$ cat src/rtl/melody_sequencer.sv
// melody_sequencer: ROM-driven melody engine with start/stop/pause,
// loop, octave transpose, articulation gap and status strobes.

module melody_sequencer #(
  parameter int CLK_HZ      = 100_000_000,
  parameter int BEAT_CYCLES = 30_000_000,
  parameter int GAP_CYCLES  = 1_000_000,
  parameter int DIV_W       = 18,
  parameter int DUR_W       = 3,
  parameter int ADDR_W      = 6
) (
  input  logic                    clk,
  input  logic                    rst_n,
  input  logic                    start,
  input  logic                    stop,
  input  logic                    pause,
  input  logic                    loop_en,
  input  logic [1:0]              octave_up,
  output logic [ADDR_W-1:0]       rom_addr,
  input  logic [DUR_W+DIV_W-1:0]  rom_data,
  output logic                    aud_pwm,
  output logic                    aud_sd,
  output logic                    busy,
  output logic                    note_strobe,
  output logic                    song_done
);

  if (CLK_HZ < 1 || BEAT_CYCLES < 2 ||
      GAP_CYCLES >= BEAT_CYCLES) begin : g_bad_cfg
    $error("melody_sequencer: bad timing parameters");
  end

  localparam int CNT_W = DUR_W + $clog2(BEAT_CYCLES + 1);
  localparam logic [CNT_W-1:0] BEAT = CNT_W'(BEAT_CYCLES);
  localparam logic [CNT_W-1:0] GAP  = CNT_W'(GAP_CYCLES);
  localparam logic [CNT_W-1:0] ONE  = CNT_W'(1);
  localparam logic [ADDR_W-1:0] LAST = '1;

  typedef enum logic [1:0] {
    S_IDLE,
    S_FETCH,
    S_LOAD,
    S_PLAY
  } state_e;

  state_e             state_q, state_d;
  logic [ADDR_W-1:0]  addr_q, addr_d;
  logic [CNT_W-1:0]   cnt_q, cnt_d;
  logic [DIV_W-1:0]   hp_q, hp_d;
  logic [DIV_W-1:0]   phase_q, phase_d;
  logic               pwm_q, pwm_d;

  logic [DUR_W-1:0]   rom_dur;
  logic [DIV_W-1:0]   rom_hp;
  logic [1:0]         oct_sh;
  logic               tone_on;

  assign {rom_dur, rom_hp} = rom_data;
  assign oct_sh = (octave_up == 2'd3) ? 2'd2 : octave_up;

  assign tone_on = (state_q == S_PLAY) && (cnt_q > GAP) &&
                   (hp_q != '0);

  assign rom_addr = addr_q;
  assign busy     = (state_q != S_IDLE);
  assign aud_sd   = busy;
  // pause mutes the pin in the same cycle it is seen
  assign aud_pwm  = pwm_q & tone_on & ~pause;

  always_comb begin
    state_d     = state_q;
    addr_d      = addr_q;
    cnt_d       = cnt_q;
    hp_d        = hp_q;
    phase_d     = phase_q;
    pwm_d       = pwm_q;
    note_strobe = 1'b0;
    song_done   = 1'b0;

    if (stop) begin
      state_d = S_IDLE;
      addr_d  = '0;
      cnt_d   = '0;
      hp_d    = '0;
      phase_d = '0;
      pwm_d   = 1'b0;
    end else if (start) begin
      state_d = S_FETCH;
      addr_d  = '0;
      cnt_d   = '0;
      phase_d = '0;
      pwm_d   = 1'b0;
    end else begin
      unique case (state_q)
        S_IDLE: begin
          addr_d = '0;
        end
        S_FETCH: begin
          state_d = S_LOAD;
        end
        S_LOAD: begin
          if (rom_dur == '0) begin
            addr_d = '0;
            if (loop_en) begin
              state_d = S_FETCH;
            end else begin
              song_done = 1'b1;
              state_d   = S_IDLE;
            end
          end else begin
            note_strobe = 1'b1;
            state_d     = S_PLAY;
            cnt_d       = CNT_W'(rom_dur) * BEAT;
            hp_d        = rom_hp >> oct_sh;
            phase_d     = '0;
            pwm_d       = 1'b0;
          end
        end
        S_PLAY: begin
          if (pause) begin
            pwm_d = 1'b0;
          end else begin
            cnt_d = cnt_q - ONE;
            if (tone_on) begin
              if (phase_q == hp_q - DIV_W'(1)) begin
                phase_d = '0;
                pwm_d   = ~pwm_q;
              end else begin
                phase_d = phase_q + DIV_W'(1);
              end
            end else begin
              phase_d = '0;
              pwm_d   = 1'b0;
            end
            if (cnt_q == ONE) begin
              phase_d = '0;
              pwm_d   = 1'b0;
              // last address wraps to 0 on increment
              addr_d  = addr_q + ADDR_W'(1);
              if (addr_q == LAST && !loop_en) begin
                song_done = 1'b1;
                state_d   = S_IDLE;
                addr_d    = '0;
              end else begin
                state_d = S_FETCH;
              end
            end
          end
        end
        default: begin
          state_d = S_IDLE;
        end
      endcase
    end
  end

  always_ff @(posedge clk or negedge rst_n) begin
    if (!rst_n) begin
      state_q <= S_IDLE;
      addr_q  <= '0;
      cnt_q   <= '0;
      hp_q    <= '0;
      phase_q <= '0;
      pwm_q   <= 1'b0;
    end else begin
      state_q <= state_d;
      addr_q  <= addr_d;
      cnt_q   <= cnt_d;
      hp_q    <= hp_d;
      phase_q <= phase_d;
      pwm_q   <= pwm_d;
    end
  end

endmodule

$ cat config.mk
export PLATFORM = sky130hd
export DESIGN_NAME = melody_sequencer
export DESIGN_NICKNAME = d
export VERILOG_FILES = /design/src/rtl/melody_sequencer.sv
export SDC_FILE = /design/constraint.sdc
export NUM_CORES = 1
export LEC_CHECK = 0
export BUFFER_PORTS_ARGS = -buffer_cell sky130_fd_sc_hd__buf_2
export CAP_MARGIN = 15
export CORE_AREA = 2 2 102 104
export CTS_BUF_LIST = sky130_fd_sc_hd__clkbuf_4 sky130_fd_sc_hd__clkbuf_8
export CTS_CLUSTER_SIZE = 8
export DETAILED_ROUTE_END_ITERATION = 8
export DIE_AREA = 0 0 104 106
export PLACE_DENSITY = 0.84
export SLEW_MARGIN = 20
export SYNTH_ARGS = -nofsm -noshare
export SYNTH_HDL_FRONTEND = slang
export SYNTH_SLANG_ARGS = --single-unit
$ cat constraint.sdc
create_clock -name clk -period 2.8 [get_ports clk]
set_input_delay 0.56 -clock clk [delete_from_list [all_inputs] [get_ports clk]]
set_output_delay 0.56 -clock clk [all_outputs]
set_load 0.02 [all_outputs]
After elaboration in Yosys (flattened, before gate mapping)
Cells that the tools add are included.
{ "word_totals": {"input_bits": 29, "regBits": 73} }
{ "classes": {"mux": 53, "bitwise": 4, "n_mul": 1, "n_shift": 1, "eq_ne": 14, "n_reduce_logical": 17, "n_lt_le_gt_ge": 1, "add_sub_neg": 4} }
{ "ops": {"columns": ["operator", "n"], "rows": [
  ["$mux W18", 11],
  ["$mux W28", 4],
  ["$pmux W28 S2", 1],
  ["$mux W6", 6],
  ["$pmux W18 S2", 1],
  ["$eq A28 B1 Y1 const B", 1],
  ["$gt A28 B20 Y1 const B", 1],
  ["$sub A28 B1 Y28 const B", 1],
  ["$mul A3 B18 Y21 const B", 1],
  ["$mux W1", 20],
  ["$add A18 B1 Y18 const B", 1],
  ["$eq A18 B18 Y1", 1],
  ["$pmux W6 S3", 1],
  ["$reduce_bool A18 Y1", 1],
  ["$shr A18 B2 Y18", 1],
  ["$sub A18 B1 Y18 const B", 1],
  ["$mux W2", 6],
  ["$ne A4 B4 Y1 const B", 3],
  ["$reduce_and A3 Y1", 4],
  ["$reduce_bool A5 Y1", 2],
  ["$ne A7 B5 Y1 const B", 1],
  ["$add A6 B1 Y6 const B", 1],
  ["$eq A2 B2 Y1 const B", 3],
  ["$eq A6 B6 Y1 const B", 1],
  ["other kinds (15)", 21]
]} }

Depth between registers and ports, before layout
Gate-level depths: netlist (run 1).
{ "logic_depth": {"ltp_word": 9, "ltp_mapped": 11, "depth_no_buf": 11} }

Worst setup path before layout (run 1)
No wires, ideal clock.
{ "synth_path": {"path_kind": "register to register", "startpoint": "register hp_q[0]", "endpoint": "register phase_q[11]", "setup_slack_ps": 34, "required_time_ps": 2663, "setup_time_ps": 137, "path_stages_with_launch": 12, "t_arrival_ps": 2629, "period_less_slack_ps": 2766, "cell_sequence": "dfrtp_1 inv_1 ha_1 or3b_1 clkbuf_1 o21a_1 or4b_4 nand3_1 nand3_1 o21bai_2 buf_4 a21oi_1"} }
{ "synth_between": {"elab_chain_len": 9, "elab_cells_between_ends": 11, "classes_between": "add/sub: 1; eq/ne: 1; mux: 7; reduce/logical: 2"} }
{ "synth_lines": {"columns": ["item", "line_no", "source"], "rows": [
  ["from (decl)", "49", "logic [DIV_W-1:0] hp_q, hp_d;"],
  ["from (signal assigned)", "169", "hp_q <= hp_d;"],
  ["$sub A18 B1 Y18", "125", "if (phase_q == hp_q - DIV_W'(1)) begin"],
  ["$eq A18 B18 Y1", "125", null],
  ["$mux W18", "125", null],
  ["$mux W18 (*)", "124", "if (tone_on) begin"],
  ["$mux W18 (*)", "135", "if (cnt_q == ONE) begin"],
  ["$mux W18 (*)", "120", "if (pause) begin"],
  ["$pmux W18 S2 (*)", "94", "unique case (state_q)"],
  ["$mux W18 (*)", "87", "end else if (start) begin"],
  ["$mux W18 (*)", "80", "if (stop) begin"],
  ["to (signal assigned)", "170", "phase_q <= phase_d;"],
  ["to (decl)", "50", "logic [DIV_W-1:0] phase_q, phase_d;"]
]} }
Every way passes the cells marked *; elsewhere a longest branch is shown, timed or not. The select of a mux whose other input is x is not followed.
A chain may end at the register's enable or synchronous reset.

Worst setup path in the final report (run 1)
{ "layout_path": {"startpoint": "register cnt_q[14]", "endpoint": "output song_done"} }
{ "layout_between": {"elab_chain_len": 6} }
{ "layout_lines": {"columns": ["item", "line_no", "source"], "rows": [
  ["from (decl)", "48", "logic [CNT_W-1:0] cnt_q, cnt_d;"],
  ["from (signal assigned)", "168", "cnt_q <= cnt_d;"],
  ["$eq A28 B1 Y1", "135", null],
  ["$mux W1", "135", null],
  ["$mux W1", "120", null],
  ["$pmux W1 S2", "94", null],
  ["$mux W1", "87", null],
  ["$mux W1", "80", null],
  ["to (decl)", "25", "output logic song_done"]
]} }
No other way between the ends.

==> flow_summary.yaml, run 1 <==
status:
  run_status: "finished with violations"
  failing_checks: "negative setup slack"
synthesis:
  synth-edff-count: 0
  synth_ff_type: "sky130_fd_sc_hd__dfrtp_1"
  ys_warn_count: 0
  netlist_area_um2: 5490
  synth_seq_cells: 73
  syn_area_per_cell_um2: 8.12
  distinct_cells_synth: 71
  synth-async-reset-ratio_pct: 100
  netlist_instances: 676
  ys_seq_area_share_pct: 33.3
  mappedNetlistNets: 722
detailed_routing:
  wl_mm: 15.5
  route.vias.total: 5712
  route.detailed.wl_per_inst_um: 17.5
  remaining_drc_errors: 0
  firstDrtPassIters: 7
  vias_per_cell: 6.44
  drt_iter0_drc: 385
  postRouteAntennaNets: 0
timing:
  slew_headroom_pct: 55.5
  timing.final.crit_share_pct: 107
  final.min_clock_period_ns: 2.99
  setup_tns_ns: -0.188
  hold_viol: 0
  achievable-frequency_mhz: 335
  grt_setup_unrepaired: "true"
  timing_worst_slew_pin_value_ns: 0.668
  slew_viol_final: 0
  clock_skew_ns: 0.0168
  postLayoutSetupSlackWorst_ns: -0.188
  setup-violations-final: 1
placement:
  port-buffer-count: 39
  place_congestion: 0.928
  placement.cell_area_um2: 6050
  hpwlAfterDp_mm: 11.0
critical_path:
  worst_ep_arrival_time_ns: 2.43
  rr_endpoint: "pwm_q$_DFFE_PN0P_"
  worstPathRequired_ns: 2.24
  worstSetupPathType: "reg -> out"
  crit_path_max_fanout: 2
  reg2reg_setup_slack_ns: 0.10
  worst-r2r-cell-count: 9
  start_kind: "register"
  worst_r2r_startpoint: "hp_q[0]$_DFFE_PN0P_"
  timing.critical_path.to_type: "output pin"
clock_tree:
  holdBufCountCts: 0
  worst_skew_pair.late_latency_ns: 0.37
  clock_tree.root_cell: "sky130_fd_sc_hd__clkbuf_8"
  clock_tree.buffer_depth: 2
  clk_pin_slew_ns: 0.09
  clock_tree_from_tritoncts: "built"
  cts.htree.levels: 3
  cts_sinks: 73
  tritoncts.num_buffers: 9
power:
  leakagePower_uw: 0.00287
  power_per_cell_area_nw_per_um2: 407
  vdd_ir_drop_max_v: 0.000298
finish:
  proportion_of_layout_cells_with_a_drive_suffix_above_1_pct: 20.1
  final_net_count: 792
  fin_area_um2: 6490
  area.growth.synth_to_final_pct: 18.2
  diodes: 0
  postLayoutCoreUtil_pct: 64.9
min_path:
  hp-class: "in -> async"
floorplan:
  die_area_um2: 11000
  die_width_um: 104
  die_h_um: 106
  placementRows: 37
  initial_core_util_pct: 54.9
  coreArea_um2: 10000
  io_pins: 40
global_route:
  antenna_found_initial: 0
  gr-usage-all-layers_pct: 28.9
  vias_in_the_first_global_route: 5566
  grt_max_degree: 37
  grt.overflow.total: 0
  grt_first_pass_wirelength_mm: 26.0
job:
  max_cap_viol_count: 0
==> through the flow <==
step / worst slack, ns / hold slack [ns] / instances / power, µW
after floorplan: 0.0340 / 0.264 / 676 / 1440
after global placement: 0.0248 / 0.483 / 862 / 1620
after detailed placement: -0.0594 / 0.504 / 862 / 1640
after CTS: -0.0832 / 0.215 / 882 / 2620
after global routing: -0.234 / 0.235 / 887 / 2750
final: -0.188 / 0.216 / 887 / 2640
==> state kept, by name, indices dropped and copies added (netlist names) <==
signal	flops
cnt_q	28
hp_q	18
phase_q	18
rom_addr	6
state_q	2
pwm_q	1
==> synthesized netlist by cell type (all sizes together) (3+ instances only) <==
cell type,number,share of area [%]
or3,8,0.91
xor2,19,3.0
or4,7,1.0
nor4,20,2.9
o41ai,3,0.48
buf,7,1.1
a31oi,6,0.68
a221oi,3,0.48
mux2i,17,3.1
o31ai,5,0.68
a32oi,4,0.98
and3,6,0.68
a21oi,72,6.6
nand4,12,1.4
nor4b,6,0.96
nand2b,5,0.57
xnor2,27,4.3
and2,3,0.34
nand3b,3,0.41
clkbuf,34,2.5
a211oi,8,1.1
or2,5,0.57
a22o,3,0.48
nor2,98,6.7
o211ai,3,0.41
nand3,23,2.1
o21ai,45,4.1
inv,15,1.0
nand2,46,3.2
nand4b,3,0.48
fa,3,1.1
dfrtp,73,33
nor3,29,2.6
ha,14,3.2
a21o,7,0.96
==> repair_timing <==
item | CTS | global route
buffers inserted | 4 | 6
cloned | 0 | 0
pin swaps | 5 | 12
gates resized for setup | 9 | 20
setup endpoints to repair | 2 | 12
==> critical path, cell delays in order, from the launching register on <==
cell	delay, ns
sky130_fd_sc_hd__dfrtp_1	0.42
sky130_fd_sc_hd__nor4_4	0.33
sky130_fd_sc_hd__or4b_4	0.54
sky130_fd_sc_hd__nor4_4	0.23
sky130_fd_sc_hd__a31oi_2	0.16
sky130_fd_sc_hd__nor2_2	0.22
sky130_fd_sc_hd__buf_6	0.15
==> cell families after synthesis <==
logic type	synth area share, %
compound gates	20.5
xor+xnor	7.34
fa+ha+maj	4.28
buf+inv	4.60
flops	33.3
mux	3.10
simple gates	26.9
==> worst max path at each step <==
stage                         endpoint  cells after the start                   from  slack, ns
2_1_floorplan  phase_q[11]$_DFFE_PN0P_                     11    hp_q[0]$_DFFE_PN0P_       0.03
3_3_place_gp     cnt_q[24]$_DFFE_PN0P_                     10           rom_data[18]       0.02
3_5_place_dp     cnt_q[18]$_DFFE_PN0P_                      9           rom_data[18]      -0.06
4_1_cts                      song_done                      6  cnt_q[12]$_DFFE_PN0P_      -0.08
5_1_grt                      song_done                      6  cnt_q[14]$_DFFE_PN0P_      -0.23
6_report                     song_done                      6  cnt_q[14]$_DFFE_PN0P_      -0.19
==> placed cells by master (no fill, tap or decap), types with 4 or more instances in the layout <==
master	count
sky130_fd_sc_hd__o21ai_1	6
sky130_fd_sc_hd__and3_1	6
sky130_fd_sc_hd__nor4_4	4
sky130_fd_sc_hd__xnor2_1	27
sky130_fd_sc_hd__xor2_1	19
sky130_fd_sc_hd__inv_1	15
sky130_fd_sc_hd__nand2b_1	5
sky130_fd_sc_hd__nor3_1	27
sky130_fd_sc_hd__nor2_1	96
sky130_fd_sc_hd__o21ai_0	39
sky130_fd_sc_hd__nand2_1	45
sky130_fd_sc_hd__nor4b_1	4
sky130_fd_sc_hd__buf_4	60
sky130_fd_sc_hd__o31ai_1	5
sky130_fd_sc_hd__nand4_1	12
sky130_fd_sc_hd__a21o_1	7
sky130_fd_sc_hd__nand3_1	22
sky130_fd_sc_hd__dfrtp_1	72
sky130_fd_sc_hd__a31oi_1	5
sky130_fd_sc_hd__a21oi_1	72
sky130_fd_sc_hd__clkbuf_8	11
sky130_fd_sc_hd__buf_2	37
sky130_fd_sc_hd__or3_1	7
sky130_fd_sc_hd__nor4_1	13
sky130_fd_sc_hd__a211oi_1	8
sky130_fd_sc_hd__mux2i_1	17
sky130_fd_sc_hd__or4_1	4
sky130_fd_sc_hd__ha_1	13
==> final cells by class <==
cell class              instances  area [µm²]
clock buffers                  11         151
clock inverters                 5        77.6
fillers                       812        3510
inverters                      15        56.3
multi-input cells             547        3540
flip-flops and latches         73        1830
well taps                     136         170
repair buffers                100         669
==> report_power, final <==
part	switching (µW)	internal [µW]
registers	21.7	1070
logic	337	235
clock network	429	548
==> per-layer routing <==
| layer | track usage, % | vias up | share of wire, % |
|---|---|---|---|
| li1 | - | 2608 | - |
| met1 | 34.3 | 2712 | 39 |
| met2 | 49.7 | 297 | 49 |
| met3 | 3.86 | 95 | 7.0 |
| met4 | 18.0 | 0 | 5.2 |
| met5 | 0 | - | 0 |
No activity file was read; power rests on OpenSTA's default activity.
==> run 2, diff against run 1 <==
CORE_AREA = 2 2 114 116   (was 2 2 102 104)
CTS_CLUSTER_SIZE = unset   (was 8)
DIE_AREA = 0 0 116 118   (was 0 0 104 106)
PLACE_DENSITY = 0.71   (was 0.84)
==> run 2 against run 1 <==
Compared with the run above: the run now ends clean; cell count increased by 5.0%; maximum frequency rose by 7.1%; via count fell by 4.4%; non-clock buffer count is 8 higher; first-iteration DRC count down 6.8%; die area is 24% higher; critical path depth is the same; count of clock-buffer cells in the layout down 1; wire length decreased by 1.4%; largest cell class unchanged; largest power group unchanged.
==> flow_summary.yaml, run 2 (synthesis results as in run 1) <==
job:
  max_cap_viol_count: 0
finish:
  top_register: "cnt_q"
  final_net_count: 800
  biggestRegsByFlops: "cnt_q x28, hp_q x18, phase_q x18"
  area.growth.synth_to_final_pct: 20.8
  proportion_of_layout_cells_with_a_drive_suffix_above_1_pct: 21.3
  layout_commonest_cell: "sky130_fd_sc_hd__nor2_1"
  diodes: 0
  largest_register_ffs: 28
  mostFrequentLayoutCells: "sky130_fd_sc_hd__nor2_1, sky130_fd_sc_hd__a21oi_1, sky130_fd_sc_hd__dfrtp_1, sky130_fd_sc_hd__buf_4, sky130_fd_sc_hd__nand2_1"
  fill_cells: 1158
  fin_area_um2: 6630
clock_tree:
  clk_pin_slew_ns: 0.09
  clock_tree_from_tritoncts: "built"
  worst_skew_pair.late_latency_ns: 0.37
  cts.htree.levels: 3
  cts_sinks: 73
  tritoncts.num_buffers: 9
  holdBufCountCts: 0
  clock_tree.root_cell: "sky130_fd_sc_hd__clkbuf_8"
  clock_tree.buffer_depth: 2
detailed_routing:
  route.detailed.wl_per_inst_um: 16.4
  drt_iter0_drc: 359
  wl_mm: 15.3
  vias_per_cell: 5.87
  firstDrtPassIters: 7
  postRouteAntennaNets: 0
  remaining_drc_errors: 0
  route.vias.total: 5463
global_route:
  grt_max_degree: 60
  gr-usage-all-layers_pct: 22.8
  vias_in_the_first_global_route: 5334
  grt.overflow.total: 0
  grt_first_pass_wirelength_mm: 25.3
  antenna_found_initial: 0
critical_path:
  worst_r2r_startpoint: "hp_q[1]$_DFFE_PN0P_"
  timing.critical_path.to_type: "output pin"
  cp_common_cell: "sky130_fd_sc_hd__nor4_4"
  start_kind: "register"
  worstPathRequired_ns: 2.24
  worst_path_largest_cell_delay_ns: 0.52
  worst_ep_arrival_time_ns: 2.23
  worstSetupPathType: "reg -> out"
  critical_path.cell_chain: "nor4_4, or4b_4, nor4_4, a31oi_2, nor2_1, buf_4"
  worst-r2r-cell-count: 9
  cpMaxStageDelayCell: "sky130_fd_sc_hd__or4b_4"
  crit_path_max_fanout: 2
  reg2reg_setup_slack_ns: 0.08
  rr_endpoint: "pwm_q$_DFFE_PN0P_"
placement:
  placement.cell_area_um2: 6100
  port-buffer-count: 39
  place_congestion: 0.891
  hpwlAfterDp_mm: 10.9
  post-place-ws_ns: -0.0137
floorplan:
  die_width_um: 116
  die_area_um2: 13700
  io_pins: 40
  initial_core_util_pct: 44.2
  die_h_um: 118
  placementRows: 41
  coreArea_um2: 12400
timing:
  setup-violations-final: 0
  slew_headroom_pct: 63.4
  timing_worst_slew_pin_value_ns: 0.543
  slew_viol_final: 0
  clock_skew_ns: 0.0171
  finalHoldWorstSlack_ns: 0.105
  timing.final.crit_share_pct: 99.6
  hold_viol: 0
  achievable-frequency_mhz: 359
  grt_setup_unrepaired: "true"
  postLayoutSetupSlackWorst_ns: 0.0113
  final.min_clock_period_ns: 2.79
  setup_tns_ns: 0
power:
  power_uw: 2750
  vdd_ir_drop_max_v: 0.000256
  power_per_cell_area_nw_per_um2: 415
  leakagePower_uw: 0.00292
status:
  run_status: "completed"
min_path:
  hp-class: "in -> async"
==> run 2: cell count changes in the layout (fill, tap and decap cells not counted), sizes merged <==
cell	previous run	this run
clkinvlp	1	2
clkinv	2	0
bufinv	2	3
clkbuf	11	10
buf	100	108
inv	15	16
==> run 2: cell type report <==
class | count | area (µm²) | area share [%]
flip-flops and latches | 73 | 1830 | 27.6
multi-input cells | 547 | 3530 | 53.2
well taps | 172 | 215 | 3.24
inverters | 15 | 56.3 | 0.849
clock inverters | 6 | 114 | 1.72
clock buffers | 10 | 138 | 2.07
repair buffers | 108 | 751 | 11.3
==> run 2: worst max-delay path, delay by kind of cell, from the launching register on <==
family / cells / cell delay (ns)
buffers and inverters: 1 / 0.15
DFF: 1 / 0.43
and+or+nand+nor: 4 / 1.15
AOI/OAI and AO/OA: 1 / 0.14
==> run 2: through the flow <==
stage	util, %	instances
after floorplan	-	676
after global placement	49.1	895
after detailed placement	49.1	895
after CTS	52.2	922
after global routing	53.4	931
final	53.4	931
==> run 2: worst max-delay path by stage <==
| stage | startpoint | end | slack [ns] |
|---|---|---|---|
| after CTS | cnt_q[13]$_DFFE_PN0P_ | song_done | -0.003 |
| after global placement | rom_data[18] | cnt_q[24]$_DFFE_PN0P_ | 0.03 |
| after detailed placement | rom_data[18] | cnt_q[24]$_DFFE_PN0P_ | -0.01 |
| final | cnt_q[13]$_DFFE_PN0P_ | song_done | 0.01 |
| after floorplan | hp_q[0]$_DFFE_PN0P_ | phase_q[11]$_DFFE_PN0P_ | 0.03 |
| after global routing | cnt_q[21]$_DFFE_PN0P_ | song_done | -0.08 |
==> run 2: routing by layer <==
metal  global-route usage (%)  vias up  wire (µm)
met2                     39.7      164       7700
met3                     4.63       50        875
li1                         -     2623          -
met1                     27.5     2626       6140
met4                     8.11        0        552
met5                        0        -          0
==> run 2: what timing repair did <==
action,4_1_cts,5_1_grt
setup endpoints to repair,2,10
gates resized for setup,10,23
cloned,0,0
pin swaps,5,6
buffers inserted,11,9
==> run 2: power breakdown <==
| group | total, µW | internal (µW) | switching (µW) |
|---|---|---|---|
| logic | 599 | 258 | 342 |
| clock network | 1070 | 619 | 448 |
| registers | 1090 | 1070 | 19.7 |
==> run 3, diff against run 2 <==
BUFFER_PORTS_ARGS = unset   (was -buffer_cell sky130_fd_sc_hd__buf_2)
DONT_BUFFER_PORTS = 1   (was unset)
PLACE_DENSITY = 0.68   (was 0.71)
==> run 3 against run 2 <==
Compared with the run above: the run now ends with negative setup slack left; critical path type unchanged; largest power group unchanged; worst setup slack worse by 0.082 ns; worst hold slack worse by 0.044 ns; core utilization is 2.1 points lower; non-clock buffer count is 48 lower; sequential power hardly changed; combinational power is 16% lower; cell count is 5.2% lower; clock skew is 0.0014 ns higher; wire length is 4.7% lower; flip-flop and latch count stayed put.
==> flow_summary.yaml, run 3 (synthesis results as in run 1) <==
floorplan:
  die_width_um: 116
  io_pins: 40
  initial_core_util_pct: 44.2
  die_area_um2: 13700
  placementRows: 41
  coreArea_um2: 12400
  die_h_um: 118
finish:
  mostFrequentLayoutCells: "sky130_fd_sc_hd__nor2_1, sky130_fd_sc_hd__dfrtp_1, sky130_fd_sc_hd__a21oi_1, sky130_fd_sc_hd__buf_4, sky130_fd_sc_hd__nand2_1"
  postLayoutCoreUtil_pct: 51.4
  diodes: 0
  proportion_of_layout_cells_with_a_drive_suffix_above_1_pct: 15.8
  final_net_count: 752
  biggestRegsByFlops: "cnt_q x28, hp_q x18, phase_q x18"
  area.growth.synth_to_final_pct: 16.1
  largest_register_ffs: 28
  layout_commonest_cell: "sky130_fd_sc_hd__nor2_1"
  final_cell_count_no_fill: 883
  top_register: "cnt_q"
power:
  power_per_cell_area_nw_per_um2: 398
  vdd_ir_drop_max_v: 0.000258
  leakagePower_uw: 0.00271
placement:
  place_congestion: 0.930
  numPlacedInstances: 851
  post-place-ws_ns: 0.0539
  port-buffer-count: 0
  hpwlAfterDp_mm: 10.4
global_route:
  grt.overflow.total: 0
  gr-usage-all-layers_pct: 22.5
  grt_first_pass_wirelength_mm: 24.8
  vias_in_the_first_global_route: 5179
  antenna_found_initial: 0
  grt_max_degree: 74
detailed_routing:
  remaining_drc_errors: 0
  wl_mm: 14.6
  met1_length_mm: 6.10
  firstDrtPassIters: 5
  routed_wire_length_on_met2_mm: 7.31
  postRouteAntennaNets: 0
  route.vias.total: 5186
  drt_iter0_drc: 349
  detailroute.wirelength.met3_um: 795
  dr.max_layer_used: "met4"
  route.detailed.wl_per_inst_um: 16.5
  vias_per_cell: 5.87
clock_tree:
  clock_tree.buffer_depth: 2
  clk_pin_slew_ns: 0.08
  cts_sinks: 73
  worst_skew_pair.late_latency_ns: 0.38
  cts.htree.levels: 3
  clock_tree.root_cell: "sky130_fd_sc_hd__clkbuf_8"
  clock_tree_from_tritoncts: "built"
  tritoncts.num_buffers: 9
timing:
  timing.final.crit_share_pct: 103
  timing_worst_slew_pin_value_ns: 0.562
  final.min_clock_period_ns: 2.87
  clock_skew_ns: 0.0184
  hold_viol: 0
  setup-violations-final: 1
  setup_tns_ns: -0.0704
  postLayoutSetupSlackWorst_ns: -0.0704
  grt_setup_unrepaired: "true"
  achievable-frequency_mhz: 348
  slew_headroom_pct: 62.4
  slew_viol_final: 0
min_path:
  hp-class: "in -> async"
critical_path:
  cp-startpoint: "cnt_q[13]$_DFFE_PN0P_"
  crit_path_max_fanout: 3
  worstSetupPathType: "reg -> out"
  worstPathRequired_ns: 2.24
  reg2reg_setup_slack_ns: 0.02
  worst_r2r_startpoint: "hp_q[0]$_DFFE_PN0P_"
  timing.critical_path.to_type: "output pin"
  worst-r2r-cell-count: 10
  worst_ep_arrival_time_ns: 2.31
  endpoint: "song_done"
  start_kind: "register"
  rr_endpoint: "phase_q[6]$_DFFE_PN0P_"
job:
  max_cap_viol_count: 0
status:
  run_status: "finished with violations"
  failing_checks: "negative setup slack"
[run 3: cell count changes in the layout (fill, tap and decap cells not counted), moves of 2 or more]
cell / delta
sky130_fd_sc_hd__buf_4: -13
sky130_fd_sc_hd__a221oi_2: +3
sky130_fd_sc_hd__inv_1: +2
sky130_fd_sc_hd__a221oi_1: -3
sky130_fd_sc_hd__buf_6: +2
sky130_fd_sc_hd__dfrtp_2: -4
sky130_fd_sc_hd__inv_2: -2
sky130_fd_sc_hd__dfrtp_1: +4
sky130_fd_sc_hd__buf_2: -37
sky130_fd_sc_hd__clkinv_2: +2
[run 3: worst min path at each step]
stage / end / cells past startpoint / slack [ns]
4_1_cts: hp_q[2]$_DFFE_PN0P_ / 1 / 0.08
5_1_grt: hp_q[2]$_DFFE_PN0P_ / 1 / 0.07
6_report: hp_q[13]$_DFFE_PN0P_ / 1 / 0.06
3_3_place_gp: hp_q[11]$_DFFE_PN0P_ / 0 / 0.27
3_5_place_dp: hp_q[10]$_DFFE_PN0P_ / 0 / 0.27
2_1_floorplan: cnt_q[0]$_DFFE_PN0P_ / 0 / 0.26
[run 3: cell type report]
| type | instances | area [µm²] |
|---|---|---|
| clock buffer | 9 | 124 |
| clock inverter | 7 | 93.8 |
| fill | 1174 | 6040 |
| inverter | 15 | 56.3 |
| multi-input combinational | 547 | 3560 |
| sequential | 73 | 1830 |
| tap | 172 | 215 |
| timing repair buffer | 60 | 498 |
[run 3: where the power goes]
part / switching (µW) / leakage [µW] / internal (µW)
Sequential: 20.8 / 0.00101 / 1070
Clock: 441 / 0.000106 / 501
Combinational: 293 / 0.00159 / 210
[run 3: routing by layer]
layer  track usage, %  vias to the layer above
met3             5.20                       29
met4             7.74                        0
met1             28.9                     2482
li1                 -                     2524
met5                0                        -
met2             36.9                      151
[run 3: what timing repair did]
action	4_1_cts	5_1_grt
endpoints found under the setup margin	2	7
pin swaps	5	12
resized for setup	5	26
hold buffers	1	0
endpoints found under the hold margin	73	0
setup buffers	4	11
[run 3: per-stage QoR]
step	power, µW	hold WS [ns]	instance area (µm²)
3_5_place_dp	1550	0.266	5850
6_report	2530	0.0612	6370
5_1_grt	2670	0.0696	6370
2_1_floorplan	1440	0.264	5490
3_3_place_gp	1550	0.266	5850
4_1_cts	2530	0.0784	6160
[run 3: critical path: stages, from the launching register on]
cell                      delay, ns
sky130_fd_sc_hd__dfrtp_1       0.41
sky130_fd_sc_hd__nor4_4        0.38
sky130_fd_sc_hd__or4b_4        0.53
sky130_fd_sc_hd__nor4_4        0.19
sky130_fd_sc_hd__a31oi_1       0.16
sky130_fd_sc_hd__nor2_1        0.11
sky130_fd_sc_hd__buf_4         0.14
